[src/rtl/player_turn_arbiter.sv]
`default_nettype none
// ============================================================================
// Module      : player_turn_arbiter
// Description : Shares the cursor/paddle control and the rgb activity
//               indicator between two players. Both switch ports are sampled
//               once per video frame, the fire buttons are debounced, and
//               control is granted round-robin with an optional per-turn
//               frame limit.
// Options     : TURN_TIMEOUT_EN - when defined, a turn lasts at most
//               TURN_FRAMES frames under contention; when undefined, the grant
//               holds until the owner releases fire.
// Revision    : 1.0 - initial release
// ============================================================================
module player_turn_arbiter #(
  parameter int unsigned DEBOUNCE_FRAMES = 3,
  parameter int unsigned TURN_FRAMES     = 60
) (
  input  logic       clk,
  input  logic       reset,
  input  logic       vsync_i,
  input  logic       display_on_i,
  input  logic [7:0] switches_p1_i,
  input  logic [7:0] switches_p2_i,
  output logic [1:0] grant_o,
  output logic [7:0] active_switches_o,
  output logic [7:0] turn_frames_left_o,
  output logic       turn_start_o,
  output logic [2:0] rgb_o
);

  localparam int unsigned FIRE_BIT = 4;
  localparam logic [3:0]  DEB_MAX  = 4'(DEBOUNCE_FRAMES);

`ifdef TURN_TIMEOUT_EN
  localparam logic [7:0]  TURN_LOAD = 8'(TURN_FRAMES);
`else
  // Without the turn limit the counter is pinned at zero.
  localparam logic [7:0]  TURN_LOAD = 8'd0;
  logic unused_turn_frames;
  assign unused_turn_frames = ^TURN_FRAMES;
`endif

  typedef enum logic [1:0] {
    ST_IDLE     = 2'd0,
    ST_GRANT_P1 = 2'd1,
    ST_GRANT_P2 = 2'd2,
    ST_HANDOFF  = 2'd3
  } state_t;

  state_t     state_q;
  logic       vsync_prev_q;
  logic       tick_q;
  logic [3:0] deb_p1_q, deb_p2_q;
  logic [3:0] deb_p1_d, deb_p2_d;
  logic       req_p1_d, req_p2_d;
  logic       pick_p1, pick_p2;
  logic       last_p2_q;
  logic [1:0] grant_q;
  logic [7:0] active_q;
  logic [7:0] turn_left_q;
  logic       turn_start_q;

  // Debounce step: count up while fire is held, saturate, clear on release.
  function automatic logic [3:0] deb_next(input logic [3:0] cnt, input logic fire);
    if (!fire)               return 4'd0;
    else if (cnt == DEB_MAX) return cnt;
    else                     return cnt + 4'd1;
  endfunction

  // Frame tick: registered rising-edge detect of vsync. The previous-vsync
  // register resets high so a vsync already high at reset release is ignored.
  always_ff @(posedge clk) begin
    if (reset) begin
      vsync_prev_q <= 1'b1;
      tick_q       <= 1'b0;
    end else begin
      vsync_prev_q <= vsync_i;
      tick_q       <= vsync_i & ~vsync_prev_q;
    end
  end

  // Requests use the counter value produced by this tick, so a grant can be
  // issued on the same tick the debounce count completes.
  always_comb begin
    deb_p1_d = deb_next(deb_p1_q, switches_p1_i[FIRE_BIT]);
    deb_p2_d = deb_next(deb_p2_q, switches_p2_i[FIRE_BIT]);
    req_p1_d = (deb_p1_d == DEB_MAX);
    req_p2_d = (deb_p2_d == DEB_MAX);
    // Round-robin: on contention the player who did not own the last turn wins.
    pick_p1  = req_p1_d & (~req_p2_d | last_p2_q);
    pick_p2  = req_p2_d & (~req_p1_d | ~last_p2_q);
  end

  // Per-player debounce counters, advanced only on frame ticks.
  always_ff @(posedge clk) begin
    if (reset) begin
      deb_p1_q <= 4'd0;
      deb_p2_q <= 4'd0;
    end else if (tick_q) begin
      deb_p1_q <= deb_p1_d;
      deb_p2_q <= deb_p2_d;
    end
  end

  // Turn FSM with registered outputs; switches are sampled on the tick.
  always_ff @(posedge clk) begin
    if (reset) begin
      state_q      <= ST_IDLE;
      grant_q      <= 2'b00;
      active_q     <= 8'd0;
      turn_left_q  <= 8'd0;
      turn_start_q <= 1'b0;
      last_p2_q    <= 1'b1;
    end else begin
      turn_start_q <= 1'b0;
      if (tick_q) begin
        case (state_q)
          ST_GRANT_P1: begin
            if (!req_p1_d) begin
              state_q     <= ST_HANDOFF;
              grant_q     <= 2'b00;
              active_q    <= 8'd0;
              turn_left_q <= 8'd0;
`ifdef TURN_TIMEOUT_EN
            end else if (turn_left_q == 8'd1 && req_p2_d) begin
              state_q     <= ST_HANDOFF;
              grant_q     <= 2'b00;
              active_q    <= 8'd0;
              turn_left_q <= 8'd0;
            end else if (turn_left_q == 8'd1) begin
              turn_left_q <= TURN_LOAD;
              active_q    <= switches_p1_i;
            end else begin
              turn_left_q <= turn_left_q - 8'd1;
              active_q    <= switches_p1_i;
            end
`else
            end else begin
              active_q    <= switches_p1_i;
            end
`endif
          end
          ST_GRANT_P2: begin
            if (!req_p2_d) begin
              state_q     <= ST_HANDOFF;
              grant_q     <= 2'b00;
              active_q    <= 8'd0;
              turn_left_q <= 8'd0;
`ifdef TURN_TIMEOUT_EN
            end else if (turn_left_q == 8'd1 && req_p1_d) begin
              state_q     <= ST_HANDOFF;
              grant_q     <= 2'b00;
              active_q    <= 8'd0;
              turn_left_q <= 8'd0;
            end else if (turn_left_q == 8'd1) begin
              turn_left_q <= TURN_LOAD;
              active_q    <= switches_p2_i;
            end else begin
              turn_left_q <= turn_left_q - 8'd1;
              active_q    <= switches_p2_i;
            end
`else
            end else begin
              active_q    <= switches_p2_i;
            end
`endif
          end
          // IDLE and HANDOFF evaluate identically, so the handoff gap is one frame.
          default: begin
            if (pick_p1) begin
              state_q      <= ST_GRANT_P1;
              grant_q      <= 2'b01;
              active_q     <= switches_p1_i;
              turn_left_q  <= TURN_LOAD;
              turn_start_q <= 1'b1;
              last_p2_q    <= 1'b0;
            end else if (pick_p2) begin
              state_q      <= ST_GRANT_P2;
              grant_q      <= 2'b10;
              active_q     <= switches_p2_i;
              turn_left_q  <= TURN_LOAD;
              turn_start_q <= 1'b1;
              last_p2_q    <= 1'b1;
            end else begin
              state_q      <= ST_IDLE;
              grant_q      <= 2'b00;
              active_q     <= 8'd0;
              turn_left_q  <= 8'd0;
            end
          end
        endcase
      end
    end
  end

  // Activity colour: red for P1, blue for P2, green when free, black off-screen.
  always_comb begin
    rgb_o = 3'b000;
    if (display_on_i) begin
      case (grant_q)
        2'b01:   rgb_o = 3'b100;
        2'b10:   rgb_o = 3'b001;
        default: rgb_o = 3'b010;
      endcase
    end
  end

  assign grant_o            = grant_q;
  assign active_switches_o  = active_q;
  assign turn_frames_left_o = turn_left_q;
  assign turn_start_o       = turn_start_q;

endmodule
`default_nettype wire

[config.mk]
export PLATFORM = sky130hd
export DESIGN_NAME = player_turn_arbiter
export DESIGN_NICKNAME = d
export VERILOG_FILES = /design/src/rtl/player_turn_arbiter.sv
export SDC_FILE = /design/constraint.sdc
export NUM_CORES = 1
export LEC_CHECK = 0
export ABC_AREA = 1
export BUFFER_PORTS_ARGS = -buffer_cell sky130_fd_sc_hd__clkbuf_2
export CORE_MARGIN = 3
export CORE_UTILIZATION = 40
export DETAILED_ROUTE_END_ITERATION = 16
export GPL_TIMING_DRIVEN = 0
export SETUP_SLACK_MARGIN = 0.4
export SYNTH_ARGS = -nofsm -noshare
export SYNTH_HDL_FRONTEND = slang
export SYNTH_SLANG_ARGS = --single-unit
[constraint.sdc]
create_clock -name clk -period 1.89 [get_ports clk]
set_input_delay 0.0945 -clock clk [delete_from_list [all_inputs] [get_ports clk]]
set_output_delay 0.0945 -clock clk [all_outputs]
set_load 0.02 [all_outputs]
==> results.cfg <==
[outcome]
status = finished, final reports clean

[floorplan]
die_area_sq_um = 5180
initial_core_util = 0.426
core_sq_um = 4090
die_y_um = 71.9
rows = 23
io_pins = 42
die_w_um = 71.9

[detailed_routing]
dr.pass1.iters = 4
antenna_left = 0
wire_per_inst_um = 13.6
first_iter_violations = 88
drc = 0
vias = 1959
viasPerCell = 5.20
routed_wl_um = 5130

[power_and_ir_drop]
pwr-share-clk = 0.372
switchingPower_mw = 0.334
p_per_area_nw_per_um2 = 491
p_leak_nw = 1.14
ir_drop_v = 0.000266
p_int_mw = 0.902
p_comb_frac = 0.204
switching_share = 0.270
p_seq_frac = 0.424

[critical_path]
crit_path_start = deb_p1_q[0]
r2r_slack_ns = 0.17
crit_buf_inv = 3
r2r_start = deb_p1_q[0]
cp_cell_sequence = ha_4, inv_1, nand2_1, nand2_1, nand2_2, nand4_1, nor2_4, buf_6, nand3_2, inv_1, nand2_1, a21oi_2
critPathMaxFanout = 6
startpoint_type = flop
timing.rr.end = grant_o[0]
reg2reg_depth = 12
path_depth = 12
cp_top_family = simple AND/OR/NAND/NOR gates
cp_slowest_cell = dfxtp_4
critical-path-max-stage-delay_ns = 0.40
endpoint = grant_o[0]
worstPathArrival_ns = 1.93
crit_required_ns = 2.10
crit_top_cell = nand2_1
endpoint_kind = flop
path_class = reg -> reg

[finish]
nets = 354
fin_util = 0.616
drive_gt1_frac = 0.416
insertedDiodeCount = 0
area_delta_synth_final_pct = 44.7
fillCellCount = 386

[global_route]
grt_max_degree = 15
antenna_found_initial = 0
grt_pass1_vias = 1737
grt_use_total = 0.194
grt_overflow_total = 0
grt_first_pass_wirelength_um = 8070

[timing]
fin_tns_setup_ns = 0
rsz0062_at_grt = true
slew_viol_final = 0
tightest_slew_ns = 0.560
period_needed_ns = 1.72
setup_viol = 0
fin_worst_skew_ns = 0.00298
slew_headroom = 0.627
max_freq_mhz = 582
hold_viol = 0
timing.final.crit_share = 0.909
worst_slack_ns = 0.172

[yosys]
netlist_area_sq_um = 1740
yosys.area_share.xor_xnor = 0
yosysWarnings = 0
synthSimpleGateAreaFrac = 0.488
synth_seq_area_share = 0.276
ys_types = 27
synth_area_per_cell_sq_um = 6.64
ys_ff_latch = 24
synth.area.mux_share = 0
syn_inst = 262
synth_compound_area_frac = 0.0770
synthAdderAreaFrac = 0.0432
synth_top_family_by_area = simple AND/OR/NAND/NOR gates

[placed_design]
numPortBuffers = 32
gp_congestion = 0.864
dpl.hpwl_um = 3250
place_ws_ns = 0.107

[cts]
cts_num_sinks = 24
cts_buffer_depth = 2
cts-htree-levels = 1
clockRootBuffer = clkbuf_8
clk_pin_slew_ns = 0.09
cts_tree = yes
clock_latency_ns = 0.27
numCtsBuffers = 3
hold_buffers = 0

[run]
maxCapViolCount = 0

[worst_hold_path]
hp-class = in -> reg
## flip-flops by register name, indices dropped and copies added (netlist names)
| register | cells |
|---|---|
| active_switches_o | 8 |
| deb_p1_q | 4 |
| tick_q | 1 |
| deb_p2_q | 4 |
| last_p2_q | 1 |
| grant_o | 2 |
| state_q | 2 |
| turn_start_o | 1 |
| vsync_prev_q | 1 |
## metrics by stage
stage	hold slack (ns)	instances	total power, mW	instance area (sq um)
after detailed placement	0.298	351	0.725	2040
final	0.0182	377	1.24	2520
after global routing	0.0376	377	1.29	2520
after floorplan	0.199	269	0.666	1820
after global placement	0.296	351	0.725	2040
after CTS	0.0143	371	1.21	2370
## Yosys cell counts
library cell / number / share of area
buf_2: 3 / 0.0086
inv_1: 24 / 0.052
dfxtp_1: 24 / 0.28
nand3_2: 6 / 0.035
nand4_1: 33 / 0.12
o21ai_1: 2 / 0.0058
clkbuf_1: 3 / 0.0065
a21oi_2: 1 / 0.0050
nand2_2: 5 / 0.018
nor3_1: 2 / 0.0058
a21oi_1: 11 / 0.032
nor2_1: 23 / 0.050
o21ai_0: 12 / 0.035
conb_1: 1 / 0.0022
buf_1: 3 / 0.0065
clkbuf_2: 1 / 0.0029
nand3b_4: 1 / 0.012
ha_1: 6 / 0.043
nand4_2: 1 / 0.0072
nand3_4: 1 / 0.010
nand2_1: 73 / 0.16
nor2_2: 3 / 0.011
buf_4: 8 / 0.035
clkinv_1: 1 / 0.0022
nand3_1: 6 / 0.017
nor2_4: 6 / 0.039
nand3b_1: 2 / 0.0086
## worst min-delay path by stage
stage                   end  cells after the start  slack (ns)  startpoint
6_report       vsync_prev_q                      3        0.02     vsync_i
5_1_grt        vsync_prev_q                      3        0.04     vsync_i
4_1_cts        vsync_prev_q                      3        0.01     vsync_i
3_5_place_dp   vsync_prev_q                      3        0.30     vsync_i
3_3_place_gp   vsync_prev_q                      3        0.30     vsync_i
2_1_floorplan  vsync_prev_q                      2        0.20     vsync_i
## area by class of cell
type	count	area (sq um)	area share
plain buffers	18	113	0.0448
clock buffers	3	41.3	0.0164
flip-flops and latches	24	498	0.198
inverters	25	95.1	0.0378
clock inverters	1	30.0	0.0119
well taps	50	62.6	0.0249
repair buffers	52	372	0.148
multi-input cells	204	1310	0.519
## power by group through the flow
stage | registers [mW] | clock network [mW] | logic (mW)
floorplan | 0.547 | 0 | 0.118
CTS | 0.524 | 0.463 | 0.226
detailed placement | 0.541 | 0 | 0.184
global route | 0.526 | 0.489 | 0.272
finish | 0.524 | 0.460 | 0.252
global placement | 0.541 | 0 | 0.185
## kinds of logic (layout without fill, tap and decap cells)
logic type	count (synthesis)	after routing
adder cells (fa/ha/maj)	6	6
other	1	8
flip-flops	24	24
AO/OA/AOI/OAI	26	26
AND/OR/NAND/NOR	162	164
buffers and inverters	43	99
## worst min-delay path: stages
cell and delay, ns:
clkbuf_2 0.08, inv_1 0.04, nand2_1 0.05
## routing by layer
layer | track usage | vias to the layer above | routed length [um]
met5 | 0 | - | 0
met4 | 0.0543 | 0 | 51
met3 | 0.0263 | 5 | 280
met2 | 0.322 | 53 | 2450
met1 | 0.264 | 911 | 2340
li1 | - | 990 | -
## cell usage in the layout, fill, tap and decap left out, drive strengths merged, types with 2 or more instances in the layout
master	n
nand2	78
clkbuf	39
nand4	34
buf	34
nor2	33
inv	24
dfxtp	24
o21ai	14
nand3	13
a21oi	12
conb	8
ha	6
nand3b	4
nor3	2
## what timing repair did
action,in CTS,in global routing
buffers inserted,13,6
pin swaps,20,30
resized for setup,28,28
cloned,3,0
endpoints found under the setup margin,14,14
No activity file was read; power rests on OpenSTA's default activity.
